### src/rtl/rom_arbiter.sv
// rom_arbiter: two-master round-robin arbiter in front of a single-port ROM
// with active-low handshake. Master 0 is instruction fetch, master 1 is
// data load. Every access ends in exactly one ack or one err pulse.
// An access is abandoned with err if the ROM stays not-ready too long.
`timescale 1ns/1ps

module rom_arbiter #(
    parameter int TIMEOUT = 8
) (
    input  logic        clk,
    input  logic        reset,
    input  logic        m0_req,
    input  logic [10:0] m0_addr,
    input  logic        m1_req,
    input  logic [10:0] m1_addr,
    output logic        m0_ack,
    output logic        m1_ack,
    output logic        m0_err,
    output logic        m1_err,
    output logic [31:0] rd_data,
    output logic        rom_cs_,
    output logic        rom_as_,
    output logic [10:0] rom_addr,
    input  logic [31:0] rom_rd_data,
    input  logic        rom_rdy_
);

    // Counter holds 0..TIMEOUT-1 and saturates there, so it never wraps.
    localparam int CNT_W = (TIMEOUT < 2) ? 1 : $clog2(TIMEOUT + 1);
    localparam logic [CNT_W-1:0] CNT_LAST = CNT_W'(TIMEOUT - 1);

    typedef enum logic {
        S_IDLE   = 1'b0,
        S_ACCESS = 1'b1
    } state_t;

    state_t           r_state;
    logic             r_last;     // master granted most recently
    logic             r_owner;    // master owning the current access
    logic [CNT_W-1:0] r_cnt;
    logic             r_cs_n;
    logic             r_as_n;
    logic [10:0]      r_addr;
    logic [31:0]      r_rd_data;
    logic             r_m0_ack;
    logic             r_m1_ack;
    logic             r_m0_err;
    logic             r_m1_err;

    logic             w_any_req;
    logic             w_pick_m1;
    logic             w_timeout;

    // m1 wins when it is the only requester, or when both request and m0
    // was the last one served.
    assign w_any_req = m0_req | m1_req;
    assign w_pick_m1 = m1_req & (~m0_req | ~r_last);
    assign w_timeout = (r_cnt == CNT_LAST);

    // Grant/access state machine; all outputs come straight from registers.
    always_ff @(posedge clk) begin
        if (reset) begin
            r_state   <= S_IDLE;
            r_last    <= 1'b1;
            r_owner   <= 1'b0;
            r_cnt     <= '0;
            r_cs_n    <= 1'b1;
            r_as_n    <= 1'b1;
            r_addr    <= '0;
            r_rd_data <= '0;
            r_m0_ack  <= 1'b0;
            r_m1_ack  <= 1'b0;
            r_m0_err  <= 1'b0;
            r_m1_err  <= 1'b0;
        end else begin
            r_m0_ack <= 1'b0;
            r_m1_ack <= 1'b0;
            r_m0_err <= 1'b0;
            r_m1_err <= 1'b0;
            case (r_state)
                S_IDLE: begin
                    // rom_rdy_ is deliberately ignored here: it may still be
                    // low from the access that just finished.
                    if (w_any_req) begin
                        r_addr  <= w_pick_m1 ? m1_addr : m0_addr;
                        r_cs_n  <= 1'b0;
                        r_as_n  <= 1'b0;
                        r_owner <= w_pick_m1;
                        r_last  <= w_pick_m1;
                        r_cnt   <= '0;
                        r_state <= S_ACCESS;
                    end
                end
                S_ACCESS: begin
                    // Ready is checked before timeout so it wins a tie.
                    if (!rom_rdy_) begin
                        r_rd_data <= rom_rd_data;
                        r_m0_ack  <= ~r_owner;
                        r_m1_ack  <= r_owner;
                        r_cs_n    <= 1'b1;
                        r_as_n    <= 1'b1;
                        r_state   <= S_IDLE;
                    end else if (w_timeout) begin
                        r_m0_err  <= ~r_owner;
                        r_m1_err  <= r_owner;
                        r_cs_n    <= 1'b1;
                        r_as_n    <= 1'b1;
                        r_state   <= S_IDLE;
                    end else begin
                        r_cnt <= r_cnt + CNT_W'(1);
                    end
                end
                default: r_state <= S_IDLE;
            endcase
        end
    end

    assign m0_ack   = r_m0_ack;
    assign m1_ack   = r_m1_ack;
    assign m0_err   = r_m0_err;
    assign m1_err   = r_m1_err;
    assign rd_data  = r_rd_data;
    assign rom_cs_  = r_cs_n;
    assign rom_as_  = r_as_n;
    assign rom_addr = r_addr;

endmodule

### config.mk
export PLATFORM = sky130hd
export DESIGN_NAME = rom_arbiter
export DESIGN_NICKNAME = d
export VERILOG_FILES = /design/src/rtl/rom_arbiter.sv
export SDC_FILE = /design/constraint.sdc
export NUM_CORES = 1
export LEC_CHECK = 0
export BUFFER_PORTS_ARGS = -buffer_cell sky130_fd_sc_hd__buf_2
export CELL_PAD_IN_SITES_DETAIL_PLACEMENT = 0
export CELL_PAD_IN_SITES_GLOBAL_PLACEMENT = 2
export CORE_MARGIN = 1
export CORE_UTILIZATION = 28
export DETAILED_ROUTE_END_ITERATION = 10
export MAX_ROUTING_LAYER = met4
export PLACE_DENSITY_LB_ADDON = 0.1
export SYNTH_ARGS = -nofsm -noshare
export SYNTH_HDL_FRONTEND = slang
export SYNTH_SLANG_ARGS = --single-unit
### constraint.sdc
create_clock -name clk -period 3.67 [get_ports clk]
set_input_delay 0.367 -clock clk [delete_from_list [all_inputs] [get_ports clk]]
set_output_delay 0.367 -clock clk [all_outputs]
set_load 0.01 [all_outputs]
==> Word level (Yosys, flattened, before mapping) <==
Cells that the tools add are included.
{ "op_classes": {"addsub": 1, "n_mul": 0, "n_div": 0, "order_cmp": 0, "eq_ne": 5, "shifts": 0, "n_mux": 13, "bitwise_logic": 9, "n_reduce_logical": 6} }
{ "ops": {"columns": ["operator", "n"], "rows": [
  ["$mux 4", 3],
  ["$mux 11", 1],
  ["$pmux 4 s2", 1],
  ["$mux 1", 6],
  ["$ne 2x2->1 const B", 3],
  ["$not 1->1", 6],
  ["$reduce_and 2->1", 3],
  ["$add 4x1->4 const B", 1],
  ["$eq 4x3->1 const B", 1],
  ["$pmux 1 s2", 2],
  ["$reduce_or 4->1", 1],
  ["$ne 3x2->1 const B", 1],
  ["$reduce_and 3->1", 1],
  ["$reduce_or 3->1", 1],
  ["$or 1x1->1", 2],
  ["$and 1x1->1", 1]
]} }
{ "word_totals": {"register_bits": 55, "latchBits": 0, "ramBits": 0, "mem_bits_ro": 0, "in_bits": 59, "mem_count": 0} }

==> Logic depth before layout (Yosys ltp) <==
{ "logic_depth": {"depth_word": 4, "mapped_depth": 5, "ltp_nobuf": 4} }

==> Worst setup path before layout <==
OpenSTA, ideal clock, no wires.
{ "synth_path": {"path_kind": "register to register", "start": "register r_cnt[0]", "end": "register r_cnt[0]", "arrival_time_ns": 1.085, "setup_slack_ns": 2.463, "stages_incl_launch_ff": 5, "cell_sequence": "dfxtp_1 -> ha_1 -> nand3b_2 -> nand3_2 -> mux2_4"} }
{ "synth_via": {"elab_chain_cells": 4, "elab_cells_between_ends": 7, "cone_classes": "1 x add/sub; 2 x eq/ne; 3 x mux; 1 x reduce/logical"} }
{ "synth_lines": {"columns": ["element", "line", "source"], "rows": [
  ["start: declaration", "40", "logic [CNT_W-1:0] r_cnt;"],
  ["start signal: assignment", "110", "r_cnt <= r_cnt + CNT_W'(1);"],
  ["$add 4x1->4", "110", null],
  ["$mux 4", "103", "end else if (w_timeout) begin"],
  ["$mux 4", "96", "if (!rom_rdy_) begin"],
  ["$pmux 4 s2", "80", "case (r_state)"]
]} }
Parallel ways exist; a longest one is shown, timed or not. The select of a mux whose other input is x is not followed.
A chain may end at the register's enable or synchronous reset.

==> Worst setup path in the final report <==
{ "layout_path": {"start": "register r_state", "end": "register r_rd_data[23] (netlist: rd_data[23])"} }
{ "layout_via": {"elab_chain_cells": 1} }
{ "layout_lines": {"columns": ["element", "line", "source"], "rows": [
  ["start: declaration", "37", "state_t r_state;"],
  ["start signal: assignment", "63", "r_state <= S_IDLE;"],
  ["start signal: assignment", "91", "r_state <= S_ACCESS;"],
  ["start signal: assignment", "102", "r_state <= S_IDLE;"],
  ["$reduce_and 2->1 (no source line)", null, null],
  ["end signal: assignment", "97", "r_rd_data <= rom_rd_data;"],
  ["end: declaration", "44", "logic [31:0] r_rd_data;"]
]} }
No other way between the ends.

==> results.md <==
* Outcome: finished clean
* Gr usage total at 14.2%
* Clock Tree Root: clkbuf_8
* Worst R2R Setup Slack at 1.77 ns
* Top_reg_cell synth: dfxtp_1
* Placed instance count at 447
* Num rows at 33
* Rel. slew slack at 32.4%
* DP HPWL at 4060 um
* Total number of vias at 2,024
* Worst Setup Path Type: flip-flop to flip-flop
* IO Pins at 108
* YS warnings at 0
* Maximum Capacitance Violations at 0
* Synth-to-layout area growth at 26.4%
* Die H at 93.5 um
* Worst hold path startpoint: m0_addr[8]
* Post-Synthesis Cells at 252
* DRC Markers at 0
* Port bufs at 107
* Max Root-Sink Buffers at 2
* Slew @ Worst Pin at 1.01 ns
* Max reg flops at 32
* # H-tree levels at 2
* Avg WL per Cell at 13.3 um
* CP Launch Type: flip-flop
* CTS resizes at 0
* GRT overflow at 0
* TritonCTS clock tree: yes
* Final WL at 6040 um
* DR iter-0 viols at 36
* Maximum vdd ir drop at 0.179 mV
* Layout Cells excl Fill at 455
* Worst r2r dst: rd_data[23]
* Initial antenna violation count at 0
* Filler cells at 900
* Hold WC Path Type: input pin to flip-flop
* Largest net degree at the start of global routing at 41
* GPL Wtd Cong at 0.686
* Max Slew Vio Count at 0
* FF+latch count, synth at 55
* Die X at 93.5 um
* Final count of negative-setup-slack endpoints at 0
* Fin crit period at 1.90 ns
* Critical Path End Type: flip-flop
* Setup bufs post-CTS at 0
* Hold Path Sink: rom_addr[8]
* Hold Violations, Final at 0
* Vias in the first global route at 1,889
* Most frequent cells in the layout: 107 x buf_2, 55 x dfxtp_1, 51 x nand2_1, 29 x nand2_2, 29 x a21oi_2
* Later-pin clock latency in the skew report at 0.31 ns
* Post-synth EDFFs at 0
* RSZ-0062 raised after global routing: no
* Clock-pin slew on the worst setup and hold paths at 0.10 ns
* Syn nets at 312
* Fraction of layout cells with a size suffix above 1 at 52.0%
* Mapped Avg Cell Area at 9.31 um2
* Post-DR vias/cell at 4.45
* Largest fanout on the critical path at 20
* Fmax at 0.526 GHz
* Die area at 8750 um2
* CP arrival at 2.14 ns
* CTS Sinks at 55
* Post-layout nets at 409
* Most common cell after layout, fill and taps aside: buf_2
* Post-Syn Area at 2350 um2
* CP Data Required Time at 3.91 ns
* Hold Crit Depth at 3
* Fin crit share at 51.8%
* Total Neg Setup Slack at 0 ns
* N_diodes at 0
* Clk_skew at 0.00807 ns
* Num CTS Buffers at 5
* Post-synthesis sequential area ratio at 46.9%
* Async S/R FF share, synth at 0%
* Worst reg2reg startpoint: r_state
* Pleak at 1.31 nW
* Initial core utilization at 28.7%
* Power density over cell area at 410 nW/um2
* CORE AREA at 8180 um2
* Detail Route Antenna Nets at 0
* Drt first pass iters at 4
* CTS Hold Bufs at 0
* First-pass GRT wire length at 9320 um
* Unique cell type count in the Yosys netlist at 40
* R2R depth at 4
kinds of logic (layout without fill, tap and decap cells):
kind of cell	Yosys count	count (layout)	synth area share [%]
compound gates	76	76	23.1
fa+ha+maj	1	1	0.533
buf+inv	21	119	7.47
flops	55	55	46.9
mux	3	3	1.49
simple gates	96	96	20.5
area by class of cell:
class / instances / area [um2] / share of cell area (%)
Clock buffer: 8 / 100 / 3.38
Inverter: 2 / 7.51 / 0.253
Multi-Input combinational cell: 176 / 1070 / 36.2
Sequential cell: 55 / 1100 / 37.1
Tap cell: 105 / 131 / 4.43
Timing Repair Buffer: 109 / 551 / 18.6
worst max-delay path by stage:
| stage | startpoint | end | slack (ns) |
|---|---|---|---|
| final | r_state | rd_data[23] | 1.77 |
| after CTS | r_state | rd_data[23] | 1.69 |
| after floorplan | r_cnt[0] | r_cnt[0] | 2.46 |
| after detailed placement | r_state | rd_data[18] | 1.73 |
| after global placement | r_state | rd_data[22] | 1.82 |
| after global routing | r_state | rd_data[23] | 1.58 |
per-stage QoR:
step / instance area (um2) / worst slack, ns / hold slack [ns] / utilization (%) / power, W
floorplan: 2350 / 2.46 / 0.435 / - / 0.000792
global placement: 2870 / 1.82 / 0.442 / 35.0 / 0.000863
detailed placement: 2870 / 1.73 / 0.446 / 35.0 / 0.000862
CTS: 2970 / 1.69 / 0.268 / 36.3 / 0.00124
global route: 2970 / 1.58 / 0.273 / 36.3 / 0.00129
finish: 2970 / 1.77 / 0.278 / 36.3 / 0.00122
metal layers:
metal	track usage, %	wire length [um]	vias to the layer above
met1	18.4	2920	919
met2	22.2	2730	63
met3	3.01	339	4
met4	4.23	49	0
met5	-	0	-
li1	-	-	1038
critical path, stage by stage, from the launching register on:
cell and delay (ns):
dfxtp_1 0.63, nor2b_2 0.62, buf_4 0.35, nand2_1 0.11
a21oi_2 0.11
report_power, final:
part | internal (W) | total [W] | switching (W)
Clock | 0.000173 | 0.000373 | 0.000200
Combinational | 0.0000807 | 0.000193 | 0.000112
Sequential | 0.000629 | 0.000651 | 0.0000217
Total | 0.000883 | 0.00122 | 0.000333
cells in the mapped netlist, drive strengths merged, types with 2 or more instances:
cell type / instances / share of area (%)
clkbuf: 2 / 0.32
nand3: 3 / 0.85
a21oi: 55 / 16
buf: 17 / 6.8
inv: 2 / 0.32
dfxtp: 55 / 47
and3: 3 / 0.80
mux2i: 2 / 0.85
nand2: 80 / 16
o21ai: 11 / 2.3
Power figures use the tool's default switching activity.
